## src/rtl/sqmul_arb_pkg.sv

```systemverilog
// Shared definitions for the sqmul_arb arbiter/sequencer: FSM state encoding,
// the quiet-NaN abort value and the default watchdog limit.
package sqmul_arb_pkg;

  typedef enum logic [1:0] {
    IDLE  = 2'd0,
    ISSUE = 2'd1,
    WAIT  = 2'd2,
    RESP  = 2'd3
  } state_t;

  localparam logic [31:0] QNAN            = 32'h7FC0_0000;
  localparam int          DEFAULT_TIMEOUT = 64;

endpackage

```

## src/rtl/sqmul_arb_rr_pick.sv

```systemverilog
// Combinational round-robin picker: first set request bit scanning upward
// from last+1 (mod N), reported as valid, one-hot sel and binary idx.
module rr_pick #(
  parameter  int N  = 2,
  localparam int IW = $clog2(N)
) (
  input  logic [N-1:0]  req,
  input  logic [IW-1:0] last,
  output logic          valid,
  output logic [N-1:0]  sel,
  output logic [IW-1:0] idx
);

  logic [IW-1:0] cand;

  // NOTE: every output gets a default before the scan so no latch is inferred.
  always_comb begin
    valid = 1'b0;
    sel   = '0;
    idx   = '0;
    cand  = '0;
    for (int k = 1; k <= N; k++) begin
      cand = IW'((int'(last) + k) % N);
      if (!valid && req[cand]) begin
        valid     = 1'b1;
        idx       = cand;
        sel[cand] = 1'b1;
      end
    end
  end

endmodule

```

## src/rtl/sqmul_arb.sv

```systemverilog
// Round-robin arbiter/sequencer sharing one float_sq_mul unit between NUM_REQ
// requesters. Define SQMUL_ARB_TIMEOUT_EN to enable the WAIT-state watchdog.
module sqmul_arb
  import sqmul_arb_pkg::*;
#(
  parameter int NUM_REQ = 2,
  parameter int TIMEOUT = DEFAULT_TIMEOUT
) (
  input  logic                  clk,
  input  logic                  rst_n,
  input  logic [NUM_REQ-1:0]    req,
  input  logic [32*NUM_REQ-1:0] sq_in,
  input  logic [32*NUM_REQ-1:0] mul_in,
  output logic [NUM_REQ-1:0]    grant,
  output logic [NUM_REQ-1:0]    done,
  output logic [31:0]           result,
  output logic                  err,
  output logic                  u_start,
  output logic [31:0]           u_sq,
  output logic [31:0]           u_mul,
  input  logic                  u_ready,
  input  logic [31:0]           u_result
);

  localparam int IW = $clog2(NUM_REQ);

  if (NUM_REQ < 2 || NUM_REQ > 8 || TIMEOUT < 1) begin : g_bad_param
    $error("sqmul_arb: NUM_REQ must be 2..8 and TIMEOUT at least 1");
  end

  state_t               state;
  logic [IW-1:0]        idx;
  logic [IW-1:0]        last;
  logic                 pick_valid;
  logic [NUM_REQ-1:0]   pick_sel;
  logic [IW-1:0]        pick_idx;
  logic [NUM_REQ-1:0]   idx_onehot;

  assign idx_onehot = NUM_REQ'(1) << idx;

  rr_pick #(.N(NUM_REQ)) u_pick (
    .req   (req),
    .last  (last),
    .valid (pick_valid),
    .sel   (pick_sel),
    .idx   (pick_idx)
  );

`ifdef SQMUL_ARB_TIMEOUT_EN
  localparam int CW = $clog2(TIMEOUT + 1);

  logic [CW-1:0] wd_cnt;
  logic          wd_expired;

  assign wd_expired = (wd_cnt == CW'(TIMEOUT - 1));

  // Counts WAIT cycles; err rises with done only when the watchdog fires.
  always_ff @(posedge clk or negedge rst_n) begin
    if (!rst_n) begin
      wd_cnt <= '0;
      err    <= 1'b0;
    end else begin
      wd_cnt <= (state == WAIT) ? wd_cnt + 1'b1 : '0;
      err    <= (state == WAIT) && !u_ready && wd_expired;
    end
  end
`else
  assign err = 1'b0;
`endif

  // NOTE: sequential state uses non-blocking assignments so every register
  // samples pre-edge values regardless of statement order.
  always_ff @(posedge clk or negedge rst_n) begin
    if (!rst_n) begin
      state   <= IDLE;
      idx     <= '0;
      last    <= IW'(NUM_REQ - 1);
      grant   <= '0;
      done    <= '0;
      result  <= '0;
      u_start <= 1'b0;
      u_sq    <= '0;
      u_mul   <= '0;
    end else begin
      grant   <= '0;
      done    <= '0;
      u_start <= 1'b0;
      unique case (state)
        IDLE: begin
          if (pick_valid) begin
            u_sq  <= sq_in[32*pick_idx +: 32];
            u_mul <= mul_in[32*pick_idx +: 32];
            idx   <= pick_idx;
            grant <= pick_sel;
            state <= ISSUE;
          end
        end
        ISSUE: begin
          u_start <= 1'b1;
          state   <= WAIT;
        end
        WAIT: begin
          // done is launched here so it is visible in the cycle after ready.
          if (u_ready) begin
            result <= u_result;
            last   <= idx;
            done   <= idx_onehot;
            state  <= RESP;
          end
`ifdef SQMUL_ARB_TIMEOUT_EN
          else if (wd_expired) begin
            result <= QNAN;
            last   <= idx;
            done   <= idx_onehot;
            state  <= RESP;
          end
`endif
        end
        RESP: begin
          state <= IDLE;
        end
        default: begin
          state <= IDLE;
        end
      endcase
    end
  end

endmodule

```

## config.mk

```make
export PLATFORM = sky130hd
export DESIGN_NAME = sqmul_arb
export DESIGN_NICKNAME = d
export VERILOG_FILES = /design/src/rtl/sqmul_arb_pkg.sv /design/src/rtl/sqmul_arb_rr_pick.sv /design/src/rtl/sqmul_arb.sv
export SDC_FILE = /design/constraint.sdc
export NUM_CORES = 1
export LEC_CHECK = 0
export BUFFER_PORTS_ARGS = -buffer_cell sky130_fd_sc_hd__buf_4
export CAP_MARGIN = 10
export CELL_PAD_IN_SITES_DETAIL_PLACEMENT = 1
export CELL_PAD_IN_SITES_GLOBAL_PLACEMENT = 1
export CORE_MARGIN = 1
export CORE_UTILIZATION = 36
export DETAILED_ROUTE_END_ITERATION = 6
export PLACE_DENSITY = 0.84
export RECOVER_POWER = 50
export SYNTH_ARGS = -nofsm -noshare
export SYNTH_HDL_FRONTEND = slang
export SYNTH_HIERARCHICAL = 1
export SYNTH_SLANG_ARGS = --single-unit
export TNS_END_PERCENT = 5
```

## constraint.sdc

```tcl
create_clock -name clk -period 5.05 [get_ports clk]
set_clock_uncertainty 0.2 [all_clocks]
set_input_delay 1.2625 -clock clk [delete_from_list [all_inputs] [get_ports clk]]
set_output_delay 1.2625 -clock clk [all_outputs]
set_load 0.01 [all_outputs]
```

After elaboration in Yosys (flattened, before gate mapping). Cells that the tools add are included.

Flip-flop bits (word level): 105. Output and inout bits: 102. Logic and storage cells: 54.

$add $sub $neg: 2. Order comparisons: 4. Equal/unequal tests: 5. Shift-type cells: 3. Mux-type cells: 22. Bitwise logic cells: 1. Reductions and logical operators: 8.

Operators with widths (number): indexed part select 64 x 7 -> 32 bit (2); two-way mux 2 bit (8); two-way mux 1 bit (11); case mux 2 bit (4 select lines) (1); AND reduction 2 bit (3); == test 2 bit, second input constant (2); less-than comparator 1 x 2 -> 1 bit, second input constant (2); inequality test 2 bit, second input constant (2); logical AND 1 bit (3); adder 1 bit, second input constant (2); demux 1 bit (select 1 bit) (2); == test 2 x 1 -> 1 bit, second input constant (1); greater-or-equal comparator 1 bit, second input constant (2); logical NOT 2 bit (1); bitwise OR 2 bit (1); left shift 1 x 1 -> 2 bit, first input constant (1); logical NOT 1 bit (1).

Longest topological paths before layout. Gate-level depths: netlist of run 1.

Depth after elaboration: 10. Depth in mapped cells: 7. Mapped depth without buffers: 5.

By module. Netlist of run 1, hierarchy kept.

By module, submodules not included: sqmul_arb (instances 1, cells each 375, area an instance 4720.8 um^2); rr_pick (instances 1, cells each 5, area an instance 32.5 um^2).

Least setup slack after synthesis of run 1. No wires, ideal clock.

Path type: input to register. Start: input port req[1]. End: register u_sq[11]. Library setup time: 0.126 ns. Arrival: 2.128 ns. Path slack: 2.596 ns. Stages: 5. Path buffers: 2. Cells stage by stage: a21boi_0 > buf_6 > buf_12 > mux2i_1 > a21oi_1.

Word-level cells in the longest chain between the ends: 7.

Ends and longest elaborated chain: start, declared (line sqmul_arb.sv:11) `input logic [NUM_REQ-1:0] req,`; two-way mux 1 bit (not written as such) (2 in series) (line sqmul_arb_rr_pick.sv:24) `if (!valid && req[cand]) begin`; two-way mux 1 bit (line sqmul_arb_rr_pick.sv:24); logical NOT 1 bit (line sqmul_arb_rr_pick.sv:24); logical AND 1 bit (line sqmul_arb_rr_pick.sv:24); two-way mux 1 bit (line sqmul_arb_rr_pick.sv:24); indexed part select 64 x 7 -> 32 bit or AND reduction 2 bit (tied branches); end signal, assigned (line sqmul_arb.sv:91) `u_sq <= sq_in[32*pick_idx +: 32];`; end, declared (line sqmul_arb.sv:19) `output logic [31:0] u_sq,`.

Parallel ways exist; a longest one is shown, timed or not. The select of a mux whose other input is x is not followed. A chain may end at the register's enable or synchronous reset.

==> reports/results.tsv, run 1 <==
metric	value	unit
CTS tree	yes	
number of hold buffers added after CTS	0	
post_cts resized	0	
setup bufs post-CTS	0	
Cell Chain, Critical Path	clkbuf_4 > clkbuf_1	
Leak	3.40	nW
grt ovf	0	
FMAX	291	MHz
clock sinks	105	
# diodes	0	
CTS Buf Count	9	
CP top delay family	buffers and inverters	
Worst Hold Endpoint	result[15]$_DFFE_PN0P_	
CP endpoint kind	async pin	
WHS Path Cells	1	
Worst-Margin Slew	2.49	ns
RSZ-0062 raised after global routing	false	
fin. max-slew vios	46	
YS warnings	6	
overall die area	0.0137	sq mm
core area	0.0127	sq mm
first-pass GRT wire length	20.8	mm
HP Start	result[15]$_DFFE_PN0P_	
final setup fails	0	
max incr delay on CP	1.75	ns
Rows	41	
PD cells	579	mW/mm^2
largest net degree at the start of global routing	97	
failing checks	max-capacitance violations, max-slew violations	
Hold Crit Class	flop to flop	
HPWL after detailed placement	10.5	mm
Synth cell types	23	
area delta synth->final	44.5	%
CP Max Fanout	45	
Worst R2R Setup Slack	2.53	ns
syn_nets	550	
most frequent cells in the layout	buf_4, dfrtp_1, nor2_1, a21oi_1, mux2i_1	
mapped cell area	0.00475	sq mm
routed len/inst	17.1	um
CTS H-Tree Depth	3	
clock transition at the registers of the reported paths	0.07	ns
DRT antenna net count	0	
number of port buffers	265	
FF-to-FF End	u_sq[6]$_DFFE_PN0P_	
DRT iter0 DRCs	123	
Slew headroom	-66.1	%
RD Place Congestion	0.747	
crit path from	rst_n	
Worst Setup Path Type	primary input to async pin	
Avg Cell Area, Syn	12.5	sq um
Post-Syn Instances	380	
MaxCap Viol Count	1	
Placed Cells incl. Taps	796	
Starting Density	37.4	%
Vert. Die Dim	117	um
Worst Setup Start Kind	primary input	
die width	117	um
largest cells by area after synthesis	dfrtp_1, mux2i_1, mux2_4, a21oi_1, nor2_1	
Period minus WS final	3.44	ns
routed vias/inst	4.78	
Max clock buf depth	2	
Reg2Reg Depth	6	
post-synthesis sequential area ratio	55.3	%
outcome	finished, violations left	
Skew-Pair Late Insertion Delay	0.34	ns
area share of the largest cell type after synthesis	54.8	%
# DRC	0	
WL final	13.9	mm
Peak VDD IR	0.334	mV
final period utilization	68.0	%
clock root buffer	clkbuf_16	
cell accounting for the most synthesized area	dfrtp_1	
Worst path slowest cell	clkbuf_1	
Net count, final	805	
CP bufs+invs	2	
router iterations before antenna repair	4	
synthesized flop and latch total	105	
Final Hold Vio Count	0	
Global Route Usage Sum	20.4	%
vias in the first global route	4088	
DR vias	3879	
most common cell after layout, fill and taps aside	buf_4	
CP required	4.78	ns
share of layout cells above drive strength 1	42.3	%
io pins	267	
Critical R2R Launch	state[0]$_DFFE_PN0P_	
Layout Cells excl Fill	812	
initial antenna violation count	0	
Sum Neg Setup Slack	0	ns
Worst Path Arrival	3.16	ns
[how the worst max path moves through the flow]
stage / end / slack (ns) / cells after the start
3_3_place_gp: u_sq[9]$_DFFE_PN0P_ / 1.90 / 6
6_report: u_sq[4]$_DFFE_PN0P_ / 1.61 / 2
5_1_grt: u_sq[7]$_DFFE_PN0P_ / 1.09 / 2
4_1_cts: u_sq[6]$_DFFE_PN0P_ / 2.14 / 6
3_5_place_dp: u_sq[24]$_DFFE_PN0P_ / 1.80 / 6
2_1_floorplan: u_sq[11]$_DFFE_PN0P_ / 2.60 / 5
[cell usage after synthesis]
master,instances
mux2_1,6
buf_6,5
nor2b_1,1
mux2i_1,64
dfstp_2,1
conb_1,1
inv_1,4
a21boi_1,1
dfrtp_1,104
nor2_1,65
a21oi_1,65
buf_4,7
o32a_1,1
buf_12,5
ha_1,5
a21boi_0,2
mux2_4,29
and3_1,3
clkbuf_4,1
nand2_2,1
or2_1,1
buf_2,7
and2_4,1
[where the power goes]
part	internal (mW)	switching (mW)
logic	0.879	0.891
clock network	0.394	0.305
registers	1.26	0.243
total	2.54	1.44
[kinds of logic after synthesis]
logic type	after synthesis	synth area share (%)
compound gates	69	7.53
fa+ha+maj	5	1.32
buf+inv	29	5.61
flops	105	55.3
mux	99	24.1
other cells	1	0.0789
simple gates	72	6.11
[per-layer routing]
metal  track usage (%)  up-vias  routed length, um
met2              36.8      161               7280
met1              22.3     1893               5090
met3              6.13       16               1250
met5                 0        -                  0
li1                  -     1809                  -
met4              8.19        0                271
[final cells by class]
type	instances	area [sq um]
inverter	4	15.0
sequential	105	2630
multi-input combinational	246	1870
clock buffer	10	239
clock inverter	6	57.6
fill	1421	5850
tap	172	215
timing repair buffer	269	1840
[registers in the layout (all words and copies together), names as in the netlist]
name	count
state	2
idx	1
last	1
u_mul	32
u_sq	32
done	2
grant	2
u_start	1
result	32
[per-stage QoR]
stage	total power, mW	area [sq um]	utilization, %	setup WS (ns)	hold slack, ns
floorplan	2.53	4750	-	2.60	0.233
global placement	3.33	6750	53.0	1.90	0.268
detailed placement	3.45	6750	53.0	1.80	0.294
CTS	4.17	7040	55.4	2.14	0.318
global route	4.25	6870	54.0	1.09	0.332
finish	3.98	6870	54.0	1.61	0.304
Note: power is estimated with default switching activity, not from simulation.
==> run 2: changes to the inputs <==
--- a/config.mk
+++ b/config.mk
@@ -10,9 +10,9 @@
 export CELL_PAD_IN_SITES_DETAIL_PLACEMENT = 1
 export CELL_PAD_IN_SITES_GLOBAL_PLACEMENT = 1
 export CORE_MARGIN = 1
-export CORE_UTILIZATION = 36
+export CORE_UTILIZATION = 33
 export DETAILED_ROUTE_END_ITERATION = 6
-export PLACE_DENSITY = 0.84
+export PLACE_DENSITY = 0.78
 export RECOVER_POWER = 50
 export SYNTH_ARGS = -nofsm -noshare
 export SYNTH_HDL_FRONTEND = slang
==> constraint.sdc (replaced) <==
create_clock -name clk -period 3.3 [get_ports clk]
set_clock_uncertainty 0.2 [all_clocks]
set_input_delay 0.825 -clock clk [delete_from_list [all_inputs] [get_ports clk]]
set_output_delay 0.825 -clock clk [all_outputs]
set_load 0.01 [all_outputs]
==> reports/results.tsv, run 2 (same netlist as run 1, synthesis figures left out) <==
metric	value	unit	change
outcome	finished, violations left		
failing checks	max-capacitance violations, max-slew violations		
clock transition at the registers of the reported paths	0.07	ns	about the same
Final Hold Vio Count	0		unchanged
CP top delay family	buffers and inverters		
Reg2Reg Depth	5		-1
DRT iter0 DRCs	89		-28%
Rows	43		+4.9%
Worst-Margin Slew	1.91	ns	-0.586 ns
DRT antenna net count	0		unchanged
DR vias	3901		+0.57%
Crit. path cell count	2		unchanged
Worst Setup Start Kind	primary input		
io pins	267		unchanged
RD Place Congestion	0.760		+1.8%
RSZ-0062 raised after global routing	false		
Cell Chain, Critical Path	clkbuf_1 > buf_4		
HPWL after detailed placement	10.6	mm	+1.4%
Fillers	1559		+9.7%
wl on met1	4.99	mm	-2.1%
most frequent cells in the layout	buf_4, dfrtp_1, nor2_1, a21oi_1, mux2i_1		
die width	122	um	+4.4%
FMAX	421	MHz	
Sum Neg Setup Slack	0	ns	unchanged
Worst Setup Path Type	primary input to async pin		
top sig layer	met4		
area delta synth->final	46.6	%	
routed vias/inst	4.74		-0.78%
WL final	14.0	mm	+0.62%
CP endpoint kind	async pin		
fin. max-slew vios	36		-22%
top flop regs	result (32), u_mul (32), u_sq (32)		
worst slack at placement	0.822	ns	-0.980 ns
final setup fails	0		unchanged
share of layout cells above drive strength 1	42.5	%	+0.11 points
setup bufs post-CTS	0		unchanged
# DRC	0		unchanged
CTS H-Tree Depth	3		unchanged
Critical R2R Launch	state[0]$_DFFE_PN0P_		
CTS Buf Count	9		unchanged
MaxCap Viol Count	1		unchanged
clock sinks	105		unchanged
Final WS setup	0.925	ns	-0.689 ns
Global Route Usage Sum	18.9	%	-1.5 points
Net count, final	808		+0.37%
Max clock buf depth	2		unchanged
initial antenna violation count	0		unchanged
final period utilization	72.0	%	
# diodes	0		unchanged
Skew-Pair Late Insertion Delay	0.35	ns	about the same
Worst R2R Setup Slack	0.95	ns	-1.58 ns
CP Capture Point	u_sq[21]$_DFFE_PN0P_		
most common cell after layout, fill and taps aside	buf_4		
first-pass GRT wire length	21.2	mm	+1.8%
Vert. Die Dim	122	um	+4.4%
post_cts resized	0		unchanged
PD cells	891	mW/mm^2	+54%
CP Max Fanout	36		-20%
clock root buffer	clkbuf_16		
Worst Path Arrival	2.69	ns	-0.47 ns
number of port buffers	265		unchanged
Period minus WS final	2.38	ns	
Starting Density	34.0	%	-3.4 points
CP required	3.61	ns	-1.17 ns
Hold Crit Class	flop to flop		
max incr delay on CP	1.34	ns	-0.41 ns
core area	0.0140	sq mm	+10%
overall die area	0.0149	sq mm	+8.9%
number of hold buffers added after CTS	0		unchanged
router iterations before antenna repair	4		unchanged
FF-to-FF End	result[12]$_DFFE_PN0P_		
Worst path slowest cell	clkbuf_1		
crit path from	rst_n		
CP bufs+invs	2		unchanged
vias in the first global route	4219		+3.2%
CTS tree	yes		
Peak VDD IR	0.378	mV	+13%
Slew headroom	-27.0	%	+39 points
Leak	3.44	nW	+1.3%
largest net degree at the start of global routing	65		-33%
grt ovf	0		unchanged
routed len/inst	17.0	um	-0.73%
metal2 WL	7.35	mm	+0.95%
DR WL met3	1.25	mm	about the same
[run 2: worst min-delay path by stage]
stage | from | end | slack [ns] | cells past startpoint
5_1_grt | idx$_DFFE_PN0P_ | done[0]$_DFF_PN0_ | 0.31 | 1
3_3_place_gp | idx$_DFFE_PN0P_ | done[0]$_DFF_PN0_ | 0.28 | 1
3_5_place_dp | idx$_DFFE_PN0P_ | done[0]$_DFF_PN0_ | 0.28 | 1
6_report | idx$_DFFE_PN0P_ | done[0]$_DFF_PN0_ | 0.29 | 1
4_1_cts | rst_n | result[29]$_DFFE_PN0P_ | 0.23 | 1
2_1_floorplan | idx$_DFFE_PN0P_ | done[0]$_DFF_PN0_ | 0.23 | 1
[run 2: routing by layer]
| layer | vias to the layer above | track usage [%] |
|---|---|---|
| met3 | 26 | 5.48 |
| met1 | 1876 | 19.6 |
| met4 | 0 | 9.65 |
| met5 | - | 0 |
| li1 | 1823 | - |
| met2 | 176 | 34.3 |
[run 2: through the flow]
step	area [sq um]	hold WS, ns	instances	utilization, %	total power [mW]
after floorplan	4750	0.233	380	-	3.87
after global placement	6820	0.276	807	48.7	5.12
after detailed placement	6820	0.280	807	48.7	5.29
after CTS	7140	0.228	823	51.1	6.49
after global routing	6970	0.309	823	49.8	6.64
final	6970	0.286	823	49.8	6.21
[run 2: power breakdown]
group | switching [mW] | internal [mW]
Clock | 0.463 | 0.708
Sequential | 0.368 | 1.93
Combinational | 1.36 | 1.38
[run 2: final cells by class]
cell class	instances	area (sq um)	area share [%]
flip-flops and latches	105	2630	37.7
multi-input cells	246	1870	26.8
repair buffers	272	1910	27.4
clock buffers	14	264	3.79
inverters	4	15.0	0.215
clock inverters	2	60.1	0.862
well taps	180	225	3.23
==> run 3: changes to the inputs <==
==> constraint.sdc (replaced) <==
create_clock -name clk -period 2.35 [get_ports clk]
set_clock_uncertainty 0.2 [all_clocks]
set_input_delay 0.5875 -clock clk [delete_from_list [all_inputs] [get_ports clk]]
set_output_delay 0.5875 -clock clk [all_outputs]
set_load 0.01 [all_outputs]
==> reports/results.tsv, run 3 (same netlist as run 1, synthesis figures left out) <==
metric	value	unit	change
Placed Area	0.00684	sq mm	+0.26%
final setup fails	0		unchanged
post_cts resized	0		unchanged
Starting Density	34.0	%	unchanged
RD Place Congestion	0.744		-2.1%
multi-input logic area	0.00187	sq mm	unchanged
number of port buffers	265		unchanged
Net count, final	807		-0.12%
CP required	2.37	ns	-1.24 ns
clock sinks	105		unchanged
internal power	5.70	mW	+42%
CP endpoint kind	flop		
Storage cell area	0.00263	sq mm	unchanged
Clock Power Share	19.7	%	+0.8 points
most frequent cells in the layout	buf_4, dfrtp_1, nor2_1, a21oi_1, mux2i_1		
FMAX	496	MHz	
Psw	3.04	mW	+39%
first-pass GRT wire length	20.0	mm	-5.7%
most common cell after layout, fill and taps aside	buf_4		
number of hold buffers added after CTS	0		unchanged
clock transition at the registers of the reported paths	0.07	ns	about the same
clock root buffer	clkbuf_16		
share of layout cells above drive strength 1	42.8	%	+0.38 points
area delta synth->final	47.1	%	
top flop regs	result (32), u_mul (32), u_sq (32)		
overall die area	0.0149	sq mm	unchanged
routed vias/inst	4.68		-1.2%
CTS tree	yes		
Worst-Margin Slew	1.42	ns	-0.482 ns
Max clock buf depth	2		unchanged
routed len/inst	16.1	um	-5.2%
HP Start	u_result[15]		
Worst Setup Start Kind	flop		
WL final	13.2	mm	-5.3%
fin. max-slew vios	0		-100%
# DRC	0		unchanged
# diodes	0		unchanged
RSZ-0062 raised after global routing	false		
vias in the first global route	4052		-4.0%
worst hold slack	0.254	ns	-0.0321 ns
CP Max Fanout	34		-5.6%
Sw Share	34.8	%	-0.55 points
DRT antenna net count	0		unchanged
PD cells	1250	mW/mm^2	+40%
outcome	finished clean		
Layout Cells excl Fill	822		-0.12%
DRT iter0 DRCs	122		+37%
Critical R2R Launch	state[0]$_DFFE_PN0P_		
die width	122	um	unchanged
io pins	267		unchanged
CTS H-Tree Depth	3		unchanged
Sum Neg Setup Slack	0	ns	unchanged
setup bufs post-CTS	0		unchanged
core area	0.0140	sq mm	unchanged
Flop pwr share	36.9	%	about the same
WHS Path Cells	2		+1
Leak	3.45	nW	+0.24%
Period minus WS final	2.01	ns	
Rows	43		unchanged
grt ovf	0		unchanged
initial antenna violation count	0		unchanged
Worst Hold Endpoint	result[15]$_DFFE_PN0P_		
Skew-Pair Late Insertion Delay	0.34	ns	about the same
final period utilization	85.7	%	
Reg2Reg Depth	5		unchanged
combinational share of power	43.4	%	-0.7 points
Tot Pwr	8.74	mW	+41%
largest net degree at the start of global routing	106		+63%
Fillers	1537		-1.4%
Slew headroom	5.11	%	+32 points
FF-to-FF End	result[14]$_DFFE_PN0P_		
Worst Path Arrival	2.04	ns	-0.65 ns
router iterations before antenna repair	4		unchanged
cell area after layout	0.00699	sq mm	+0.29%
HPWL after detailed placement	10.0	mm	-5.5%
Hold Crit Class	primary input to flop		
Worst Setup Path Type	flop to flop		
CTS Buf Count	9		unchanged
MaxCap Viol Count	0		-1
Placed Cells incl. Taps	806		-0.12%
Worst R2R Setup Slack	0.34	ns	-0.61 ns
Peak VDD IR	0.522	mV	+38%
Global Route Usage Sum	17.6	%	-1.3 points
Vert. Die Dim	122	um	unchanged
DR vias	3848		-1.4%
Final Hold Vio Count	0		unchanged
==> run 3: area by class of cell <==
class | count | area share [%]
repair buffers | 271 | 27.3
flip-flops and latches | 105 | 37.6
inverters | 4 | 0.215
clock buffers | 11 | 3.47
clock inverters | 5 | 1.47
well taps | 180 | 3.22
multi-input cells | 246 | 26.7
==> run 3: per-layer routing <==
layer / track usage, % / routed length [um]
met2: 32.1 / 7050
met3: 5.52 / 1180
met4: 7.25 / 238
met1: 18.5 / 4770
met5: 0 / 0
==> run 3: how the worst max path moves through the flow <==
stage | slack [ns] | endpoint | from | cells after the start
2_1_floorplan | 0.57 | u_sq[11]$_DFFE_PN0P_ | req[1] | 5
3_3_place_gp | 0.39 | u_sq[7]$_DFFE_PN0P_ | req[1] | 6
3_5_place_dp | 0.27 | u_sq[8]$_DFFE_PN0P_ | req[0] | 6
4_1_cts | 0.37 | u_sq[8]$_DFFE_PN0P_ | state[0]$_DFFE_PN0P_ | 6
5_1_grt | 0.22 | result[12]$_DFFE_PN0P_ | state[0]$_DFFE_PN0P_ | 5
6_report | 0.34 | result[14]$_DFFE_PN0P_ | state[0]$_DFFE_PN0P_ | 5
==> run 3: power groups by stage <==
stage	combinational, mW	sequential (mW)	clock [mW]
5_1_grt	4.15	3.35	1.84
3_3_place_gp	3.99	3.22	0
4_1_cts	4.17	3.25	1.77
3_5_place_dp	4.17	3.26	0
2_1_floorplan	1.86	3.58	0
6_report	3.79	3.23	1.72
==> run 3: critical path, stage by stage (launching register included) <==
cell and delay [ns]:
dfrtp_1 0.39, inv_1 0.11, ha_1 0.22, nand2_2 0.05
clkbuf_4 0.53, mux2_1 0.39
==> run 3: metrics by stage <==
| stage | setup WS [ns] | utilization [%] |
|---|---|---|
| finish | 0.335 | 50.0 |
| CTS | 0.374 | 51.3 |
| detailed placement | 0.268 | 48.9 |
| global route | 0.217 | 50.0 |
| global placement | 0.387 | 48.9 |
| floorplan | 0.571 | - |
